==> src/rtl/draw_pipelined_if.sv <==
// draw_pipelined_if
// Bundles everything that flows between the VGA timing/game-logic side and
// the pixel renderer: game control flags, frame/pixel timing, object
// positions, and the rendered colour coming back.
//   master : timing generator + game logic (drives pixels/objects, sinks colour)
//   slave  : renderer (sinks pixels/objects, drives colour)
interface draw_pipelined_if #(
  parameter int N_BRICKS = 6,
  parameter int COORD_W  = 9,
  parameter int PIX_W    = 10
);
  logic                         start;
  logic                         win;
  logic                         lose;
  logic                         frame_start;
  logic                         pixel_valid;
  logic [PIX_W-1:0]             pixel_x;
  logic [PIX_W-1:0]             pixel_y;
  logic [COORD_W-1:0]           ball_x;
  logic [COORD_W-1:0]           ball_y;
  logic [COORD_W-1:0]           paddle_x;
  logic [N_BRICKS*COORD_W-1:0]  brick_x;
  logic [N_BRICKS*COORD_W-1:0]  brick_y;
  logic [N_BRICKS-1:0]          bricks_exist;
  logic [N_BRICKS-1:0]          brick_hit;
  logic [7:0]                   color_out;
  logic                         color_valid;

  modport master (
    output start, win, lose, frame_start, pixel_valid, pixel_x, pixel_y,
           ball_x, ball_y, paddle_x, brick_x, brick_y, bricks_exist, brick_hit,
    input  color_out, color_valid
  );

  modport slave (
    input  start, win, lose, frame_start, pixel_valid, pixel_x, pixel_y,
           ball_x, ball_y, paddle_x, brick_x, brick_y, bricks_exist, brick_hit,
    output color_out, color_valid
  );
endinterface

==> src/rtl/draw_pipelined.sv <==
// draw_pipelined
// Two-stage pixel renderer for the brick-breaker VGA path. Stage 1 turns the
// scanned coordinate and object positions into hit flags; stage 2 resolves
// them into an RRRGGGBB colour using the game state (IDLE/PLAY/LOSE/WIN),
// a blinking lose overlay, and per-brick destruction flash counters.
// Ports:
//   clk  - pixel clock
//   rst  - asynchronous active-high reset
//   bus  - draw_pipelined_if slave: control flags, pixel timing, object
//          positions in; color_out / color_valid out (2-cycle latency)
//
// state | meaning
// ------+---------------------------------------------------------------
// IDLE  | game not started; every pixel black
// PLAY  | normal scene drawing
// LOSE  | latched; playfield blinks red every BLINK_FRAMES frames
// WIN   | latched; playfield solid white
module draw_pipelined #(
  parameter int N_BRICKS     = 6,
  parameter int COORD_W      = 9,
  parameter int PIX_W        = 10,
  parameter int BALL_SIZE    = 20,
  parameter int PADDLE_W     = 74,
  parameter int PADDLE_Y0    = 458,
  parameter int PADDLE_Y1    = 477,
  parameter int BRICK_W      = 57,
  parameter int BRICK_H      = 19,
  parameter int WALL_L0      = 127,
  parameter int WALL_L1      = 134,
  parameter int WALL_R0      = 505,
  parameter int WALL_R1      = 511,
  parameter int FLASH_FRAMES = 8,
  parameter int BLINK_FRAMES = 16
) (
  input  logic              clk,
  input  logic              rst,
  draw_pipelined_if.slave   bus
);

  // One extra bit so that position + size can never wrap.
  localparam int CW = PIX_W + 1;
  localparam int FW = $clog2(FLASH_FRAMES + 1);
  localparam int BW = (BLINK_FRAMES > 1) ? $clog2(BLINK_FRAMES) : 1;

  localparam logic [7:0] BLACK  = 8'h00;
  localparam logic [7:0] RED    = 8'hE0;
  localparam logic [7:0] WHITE  = 8'hFF;
  localparam logic [7:0] YELLOW = 8'hFC;

  typedef enum logic [1:0] {IDLE, PLAY, LOSE, WIN} state_t;

  function automatic logic in_span(input logic [CW-1:0] p,
                                   input logic [CW-1:0] lo,
                                   input logic [CW-1:0] len);
    return (p >= lo) && (p < lo + len);
  endfunction

  state_t           state_q, state_d;
  logic [BW-1:0]    blink_cnt_q, blink_cnt_d;
  logic             blink_phase_q, blink_phase_d;

  logic [FW-1:0]    flash_cnt_q [N_BRICKS];
  logic [FW-1:0]    flash_cnt_d [N_BRICKS];
  logic [N_BRICKS-1:0] flashing;

  logic ball_s1_q,   ball_s1_d;
  logic paddle_s1_q, paddle_s1_d;
  logic brick_s1_q,  brick_s1_d;
  logic flash_s1_q,  flash_s1_d;
  logic wall_s1_q,   wall_s1_d;
  logic field_s1_q,  field_s1_d;
  logic valid_s1_q,  valid_s1_d;

  logic [7:0] color_q, color_d;
  logic       color_valid_q, color_valid_d;

  logic [CW-1:0]       px, py;
  logic [N_BRICKS-1:0] brick_in;

  // Flash counters: a hit reload takes precedence over the frame decrement.
  always_comb begin
    for (int i = 0; i < N_BRICKS; i++) begin
      flash_cnt_d[i] = flash_cnt_q[i];
      flashing[i]    = (flash_cnt_q[i] != '0);
      if (bus.brick_hit[i]) begin
        flash_cnt_d[i] = FW'(FLASH_FRAMES);
      end else if (bus.frame_start && flash_cnt_q[i] != '0) begin
        flash_cnt_d[i] = flash_cnt_q[i] - 1'b1;
      end
    end
  end

  // Stage 1: hit tests.
  always_comb begin
    px = CW'(bus.pixel_x);
    py = CW'(bus.pixel_y);
    for (int i = 0; i < N_BRICKS; i++) begin
      brick_in[i] = in_span(px, CW'(bus.brick_x[i*COORD_W +: COORD_W]), CW'(BRICK_W)) &&
                    in_span(py, CW'(bus.brick_y[i*COORD_W +: COORD_W]), CW'(BRICK_H));
    end
    ball_s1_d   = in_span(px, CW'(bus.ball_x), CW'(BALL_SIZE)) &&
                  in_span(py, CW'(bus.ball_y), CW'(BALL_SIZE));
    paddle_s1_d = in_span(px, CW'(bus.paddle_x), CW'(PADDLE_W)) &&
                  (py >= CW'(PADDLE_Y0)) && (py <= CW'(PADDLE_Y1));
    brick_s1_d  = |(brick_in & bus.bricks_exist);
    flash_s1_d  = |(brick_in & flashing);
    wall_s1_d   = ((px >= CW'(WALL_L0)) && (px < CW'(WALL_L1))) ||
                  ((px >= CW'(WALL_R0)) && (px < CW'(WALL_R1)));
    field_s1_d  = (px >= CW'(WALL_L1)) && (px < CW'(WALL_R0));
    valid_s1_d  = bus.pixel_valid;
  end

  // Game state and lose-screen blink.
  always_comb begin
    state_d       = state_q;
    blink_cnt_d   = blink_cnt_q;
    blink_phase_d = blink_phase_q;

    if (!bus.start) begin
      state_d = IDLE;
    end else begin
      case (state_q)
        IDLE:    state_d = PLAY;
        PLAY:    if (bus.lose)     state_d = LOSE;
                 else if (bus.win) state_d = WIN;
        default: state_d = state_q;
      endcase
    end

    if (state_d == LOSE && state_q != LOSE) begin
      blink_cnt_d   = '0;
      blink_phase_d = 1'b1;
    end else if (state_q == LOSE && bus.frame_start) begin
      if (blink_cnt_q == BW'(BLINK_FRAMES - 1)) begin
        blink_cnt_d   = '0;
        blink_phase_d = ~blink_phase_q;
      end else begin
        blink_cnt_d   = blink_cnt_q + 1'b1;
      end
    end
  end

  // Stage 2: colour resolution using the state registered this cycle.
  always_comb begin
    color_d       = BLACK;
    color_valid_d = valid_s1_q;
    if (!valid_s1_q || state_q == IDLE) begin
      color_d = BLACK;
    end else if (state_q == WIN && field_s1_q) begin
      color_d = WHITE;
    end else if (state_q == LOSE && blink_phase_q && field_s1_q) begin
      color_d = RED;
    end else if (ball_s1_q) begin
      color_d = RED;
    end else if (paddle_s1_q) begin
      color_d = WHITE;
    end else if (brick_s1_q) begin
      color_d = WHITE;
    end else if (flash_s1_q) begin
      color_d = YELLOW;
    end else if (wall_s1_q) begin
      color_d = WHITE;
    end
  end

  always_ff @(posedge clk or posedge rst) begin
    if (rst) begin
      state_q       <= IDLE;
      blink_cnt_q   <= '0;
      blink_phase_q <= 1'b0;
    end else begin
      state_q       <= state_d;
      blink_cnt_q   <= blink_cnt_d;
      blink_phase_q <= blink_phase_d;
    end
  end

  always_ff @(posedge clk or posedge rst) begin
    if (rst) begin
      for (int i = 0; i < N_BRICKS; i++) flash_cnt_q[i] <= '0;
    end else begin
      for (int i = 0; i < N_BRICKS; i++) flash_cnt_q[i] <= flash_cnt_d[i];
    end
  end

  always_ff @(posedge clk or posedge rst) begin
    if (rst) begin
      ball_s1_q     <= 1'b0;
      paddle_s1_q   <= 1'b0;
      brick_s1_q    <= 1'b0;
      flash_s1_q    <= 1'b0;
      wall_s1_q     <= 1'b0;
      field_s1_q    <= 1'b0;
      valid_s1_q    <= 1'b0;
      color_q       <= BLACK;
      color_valid_q <= 1'b0;
    end else begin
      ball_s1_q     <= ball_s1_d;
      paddle_s1_q   <= paddle_s1_d;
      brick_s1_q    <= brick_s1_d;
      flash_s1_q    <= flash_s1_d;
      wall_s1_q     <= wall_s1_d;
      field_s1_q    <= field_s1_d;
      valid_s1_q    <= valid_s1_d;
      color_q       <= color_d;
      color_valid_q <= color_valid_d;
    end
  end

  assign bus.color_out   = color_q;
  assign bus.color_valid = color_valid_q;

endmodule

==> src/flat_wrapper.sv <==
// flat-port wrapper written by rule: the top's interface ports become plain ports
module draw_pipelined_flat 
#(
  parameter int N_BRICKS     = 6,
  parameter int COORD_W      = 9,
  parameter int PIX_W        = 10,
  parameter int BALL_SIZE    = 20,
  parameter int PADDLE_W     = 74,
  parameter int PADDLE_Y0    = 458,
  parameter int PADDLE_Y1    = 477,
  parameter int BRICK_W      = 57,
  parameter int BRICK_H      = 19,
  parameter int WALL_L0      = 127,
  parameter int WALL_L1      = 134,
  parameter int WALL_R0      = 505,
  parameter int WALL_R1      = 511,
  parameter int FLASH_FRAMES = 8,
  parameter int BLINK_FRAMES = 16
)
  (clk, rst, bus_start, bus_win, bus_lose, bus_frame_start, bus_pixel_valid, bus_pixel_x, bus_pixel_y, bus_ball_x, bus_ball_y, bus_paddle_x, bus_brick_x, bus_brick_y, bus_bricks_exist, bus_brick_hit, bus_color_out, bus_color_valid);
  draw_pipelined_if #(.N_BRICKS(N_BRICKS), .COORD_W(COORD_W), .PIX_W(PIX_W)) bus_i ();
  input  logic clk;
  input  logic rst;
  input wire logic [$bits(bus_i.start)-1:0] bus_start;
  input wire logic [$bits(bus_i.win)-1:0] bus_win;
  input wire logic [$bits(bus_i.lose)-1:0] bus_lose;
  input wire logic [$bits(bus_i.frame_start)-1:0] bus_frame_start;
  input wire logic [$bits(bus_i.pixel_valid)-1:0] bus_pixel_valid;
  input wire logic [$bits(bus_i.pixel_x)-1:0] bus_pixel_x;
  input wire logic [$bits(bus_i.pixel_y)-1:0] bus_pixel_y;
  input wire logic [$bits(bus_i.ball_x)-1:0] bus_ball_x;
  input wire logic [$bits(bus_i.ball_y)-1:0] bus_ball_y;
  input wire logic [$bits(bus_i.paddle_x)-1:0] bus_paddle_x;
  input wire logic [$bits(bus_i.brick_x)-1:0] bus_brick_x;
  input wire logic [$bits(bus_i.brick_y)-1:0] bus_brick_y;
  input wire logic [$bits(bus_i.bricks_exist)-1:0] bus_bricks_exist;
  input wire logic [$bits(bus_i.brick_hit)-1:0] bus_brick_hit;
  output wire logic [$bits(bus_i.color_out)-1:0] bus_color_out;
  output wire logic [$bits(bus_i.color_valid)-1:0] bus_color_valid;
  assign bus_i.start = bus_start;
  assign bus_i.win = bus_win;
  assign bus_i.lose = bus_lose;
  assign bus_i.frame_start = bus_frame_start;
  assign bus_i.pixel_valid = bus_pixel_valid;
  assign bus_i.pixel_x = bus_pixel_x;
  assign bus_i.pixel_y = bus_pixel_y;
  assign bus_i.ball_x = bus_ball_x;
  assign bus_i.ball_y = bus_ball_y;
  assign bus_i.paddle_x = bus_paddle_x;
  assign bus_i.brick_x = bus_brick_x;
  assign bus_i.brick_y = bus_brick_y;
  assign bus_i.bricks_exist = bus_bricks_exist;
  assign bus_i.brick_hit = bus_brick_hit;
  assign bus_color_out = bus_i.color_out;
  assign bus_color_valid = bus_i.color_valid;
  draw_pipelined #(.N_BRICKS(N_BRICKS), .COORD_W(COORD_W), .PIX_W(PIX_W), .BALL_SIZE(BALL_SIZE), .PADDLE_W(PADDLE_W), .PADDLE_Y0(PADDLE_Y0), .PADDLE_Y1(PADDLE_Y1), .BRICK_W(BRICK_W), .BRICK_H(BRICK_H), .WALL_L0(WALL_L0), .WALL_L1(WALL_L1), .WALL_R0(WALL_R0), .WALL_R1(WALL_R1), .FLASH_FRAMES(FLASH_FRAMES), .BLINK_FRAMES(BLINK_FRAMES)) u_core (.clk(clk), .rst(rst), .bus(bus_i));
endmodule
==> config.mk <==
export PLATFORM = sky130hd
export DESIGN_NAME = draw_pipelined_flat
export DESIGN_NICKNAME = d
export VERILOG_FILES = /design/src/rtl/draw_pipelined_if.sv /design/src/rtl/draw_pipelined.sv /design/src/flat_wrapper.sv
export SDC_FILE = /design/constraint.sdc
export NUM_CORES = 1
export LEC_CHECK = 0
export ABC_CLOCK_PERIOD_IN_PS = 3400
export CORE_UTILIZATION = 45
export CTS_CLUSTER_DIAMETER = 60
export DETAILED_ROUTE_END_ITERATION = 8
export PLACE_DENSITY = 0.76
export SLEW_MARGIN = 20
export SYNTH_ARGS = -nofsm -noshare
export SYNTH_HDL_FRONTEND = slang
export SYNTH_SLANG_ARGS = --single-unit
==> constraint.sdc <==
create_clock -name clk -period 3.4 [get_ports clk]
set_clock_uncertainty 0.1 [all_clocks]
set_input_delay 1.02 -clock clk [delete_from_list [all_inputs] [get_ports clk]]
set_output_delay 1.02 -clock clk [all_outputs]
set_load 0.01 [all_outputs]
==> results.md <==
- Outcome: complete, but fails checks
- Violated checks: DRC
- H-tree levels: 2
- Vias in the first global route: between 10000 and 15000
- Worst-margin pin slew: a little over 0.6 ns
- Per-cell routed wire length: around 16 um
- Post-synth ARST share: 100%
- CP top delay family: compound AO/OA/AOI/OAI gates
- Hpwl dp: 26100 um
- Clk sink count: 42
- Synth-to-Final Area Change: 49.8%
- First-pass GRT wire length: just over 50000 um
- Fin nets: ~2200
- Final Hold Viols: 0
- Mux share of post-synthesis cell area: 0%
- Mapped Nets: roughly 1700
- Chip Width: approximately 150 um
- Reg2Reg Depth: 7
- Layout cells sized above 1: between 20 and 25%
- Register bit count reported by yosys: 42
- Leakage power: around 7.6 nW
- Total die area: 23100 sq um
- Main combinational cell family by area after synthesis: adder cells
- Synth cell types: 62
- DRC: 26
- XOR/XNOR share of the synthesized area: under 10%
- PD cells: about 210 nW/um^2
- CP Data Arrival Time: between 3 and 4 ns
- DR vias: around 11000
- Final number of setup-violating endpoints: 0
- Port Buffers: 182
- Dpl cells: a little under 2000
- Cell Area, Synth: approximately 10000 sq um
- CP Class: in -> reg
- Worst slack at placement: -0.761 ns
- EDFF count, synth: 0
- Later-pin clock latency in the skew report: 0.29 ns
- Total Power: approximately 0.0032 W
- Syn Area/Cell: 8.04 sq um
- Post-synth top flop: dfrtp_1
- Crit path max fanout: 3
- Crit path required time: 3.52 ns
- Final Max Slew Viols: 0
- Starting density of the core: 46.1%
- Post-synthesis sequential area ratio: around a tenth
- Min setup slack post-route: roughly 0.035 ns
- Tot GR Track Use: between 20% and 30%
- Slew HR: between 50 and 60%
- DRT antenna net count: 0
- Compound-cell area share of the yosys netlist: 20.0%
- VDD IR-drop max: 0.232 mV
- Initial drt markers: 420
- Tcrit/Tclk final: between 90% and 100%
- Finished layout cell area: between 15000 and 20000 sq um
- Finished Layout Cells: roughly 2000
- Slowest stage delay, CP: between 0.5 and 0.6 ns
- Area after DPL: approximately 14000 sq um
- Slowest-stage cell, CP: clkdlybuf4s50_1
- N_diodes: 0
- Total CTS buffers: 5
- Post-synthesis simple-gate area fraction: 15.0%
- Clk buf depth: 2
- Core Area: around 22000 sq um
- Critical path depth: 12
- Highest clock rate: slightly below 0.3 GHz
- Clock slew at reported path FFs: ~0.060 ns
- Standard-cell row count: 54
- Synth Instances: 1259
- Unrepaired setup endpoints after global routing: yes
- Routed wire length: ~32000 um
- Cell Chain, Critical Path: clkdlybuf4s50_1 -> a21boi_2 -> buf_4 -> nor3_4 -> xnor2_1 -> ha_1 -> a21o_1 -> a221oi_2 -> o211ai_1 -> a211oi_4 -> a32oi_1 -> nand4_1
- Crit path time final: around 3.4 ns
- Drt pass-1 iters: 7
- Worst hold path class: reg -> reg
- Vias/cell: 5.55
- Max-cap violations: 0
- Ports: about 180
- Pin count of the biggest net entering global routing: 19
- Root buffer cell: clkbuf_16
- Yosys warnings: 0
- Endpoint type of the worst setup path: register
- Die H: roughly 150 um
- Hold path depth: 0
- Synthesized-area fraction occupied by adder cells: approximately two fifths
- Global route total overflow: 0
- Final weighted congestion in routability-driven placement: slightly above 0.9
- Worst Path Buf+Inv: 2
- Initial antenna violation count: 1
- Final Core Density: a little under 70%
- CTS tree: yes
- CP Launch Type: input port
-- routing by layer --
metal / vias to the layer above / GRT usage (%) / part of all wire (%)
met3: 111 / 3.71 / 5.6
li1: 5475 / - / -
met4: 2 / 11.8 / 4.2
met1: 5146 / 31.3 / 41
met5: - / 0 / 0.028
met2: 340 / 49.5 / 49
-- registers in the layout, indices dropped and copies added, names as in the netlist --
signal	count
u_core.flash_cnt_q	24
u_core.blink_cnt_q	4
u_core.bus.color_out	3
u_core.state_q	2
u_core.ball_s1_q	1
u_core.blink_phase_q	1
u_core.brick_s1_q	1
u_core.bus.color_valid	1
u_core.color_valid_d	1
u_core.field_s1_q	1
u_core.flash_s1_q	1
u_core.paddle_s1_q	1
u_core.wall_s1_q	1
-- worst paths after layout --
path / end / from / slack [ns]
max in group asynchronous: u_core.flash_cnt_q[9] / rst / 1.60
worst min register to register: u_core.bus.color_valid / u_core.color_valid_d / 0.31
worst max-delay path: u_core.brick_s1_q / bus_brick_x[11] / 0.03
min in group asynchronous: u_core.field_s1_q / rst / 0.98
worst min-delay path: u_core.bus.color_valid / u_core.color_valid_d / 0.31
worst max register to register: u_core.flash_cnt_q[10] / u_core.flash_cnt_q[8] / 1.59
-- cells in the mapped netlist (all sizes together), types with 2 or more instances --
cell     number  area, sq um
a2111oi      10          108
a211o         5         43.8
a211oi       28          215
a21boi       13         97.6
a21o         15          113
a21oi        81          405
a31oi        13         81.3
and2          6         37.5
and3         13         81.3
and4          2         17.5
buf           8         55.1
clkbuf        7         26.3
dfrtp        42         1050
ha          308         3850
inv         171          642
nand2        68          255
nand2b        8         50.1
nand3        32          160
nand3b        5         37.5
nand4        21          131
nor2         67          251
nor2b        12         75.1
nor3         47          245
nor3b         2         20.0
nor4          7         50.1
o2111a        2         22.5
o2111ai       9         78.8
o211ai       10         75.1
o21a         18          135
o21ai        67          335
o21bai        9         67.6
o221ai        4         35.0
o22ai         2         12.5
o311ai        3         26.3
o31ai        10         75.1
or3          10         62.6
or4           3         22.5
xnor2        91          797
xor2         17          149
-- worst reg2reg max path, cell delays in order (launching register included) --
cell,delay [ns]
dfrtp_1,0.40
inv_1,0.10
ha_1,0.14
nor3b_1,0.40
nor2b_1,0.21
nand2_1,0.13
xor2_1,0.17
nor2_1,0.05
-- report_power, final --
group | internal, W | switching, W
sequential | 0.000572 | 0.0000691
clock | 0.000347 | 0.000197
combinational | 0.00101 | 0.000966
total | 0.00193 | 0.00123
-- cells in the final DEF, fill, tap and decap left out, drive strengths merged, types with 3 or more instances in the layout --
master         count
or4                3
xor2              17
clkdlybuf4s15      8
and2               6
o21ai             67
nand4             21
o21a              18
nor3              47
a31oi             13
nor2              67
o21bai             9
a211oi            28
buf              285
nand3b             5
o311ai             3
dlymetal6s2s      20
inv              171
dlygate4sd2       31
o2111ai            9
nor2b             12
ha               308
dfrtp             42
a2111oi           10
clkdlybuf4s50    112
or3               10
xnor2             91
a21boi            13
a21oi             81
nand2             68
nand3             32
o211ai            10
clkbuf            13
and3              13
nor4               7
nand2b             8
a21o              15
o31ai             10
o221ai             4
a211o              5
-- cell type report --
cell class	instances	area [sq um]
multi-input cells	1031	8970
fillers	1646	6800
repair buffers	463	3980
flip-flops and latches	42	1050
inverters	171	642
well taps	280	350
clock buffers	6	129
clock inverters	2	37.5
-- through the flow --
step / hold slack, ns / setup TNS, ns
after floorplan: 0.268 / 0
after global placement: 0.286 / -2.46
after detailed placement: 0.289 / -2.72
after CTS: 0.299 / 0
after global routing: 0.314 / -0.236
final: 0.308 / 0
-- kinds of logic (layout without fill, tap and decap cells) --
| group | Yosys count | count (layout) |
|---|---|---|
| AOI/OAI and AO/OA | 309 | 309 |
| xor gates and xnor gates | 108 | 108 |
| adders and majority gates | 308 | 308 |
| buffers and inverters | 186 | 642 |
| DFF | 42 | 42 |
| and+or+nand+nor | 306 | 306 |
-- what timing repair did --
action                     4_1_cts  5_1_grt
buffers inserted                20        7
hold buffers                     0        0
gates resized for setup        157      109
pin swaps                       87       85
setup endpoints to repair        4        4
Note: power is estimated with default switching activity, not from simulation.
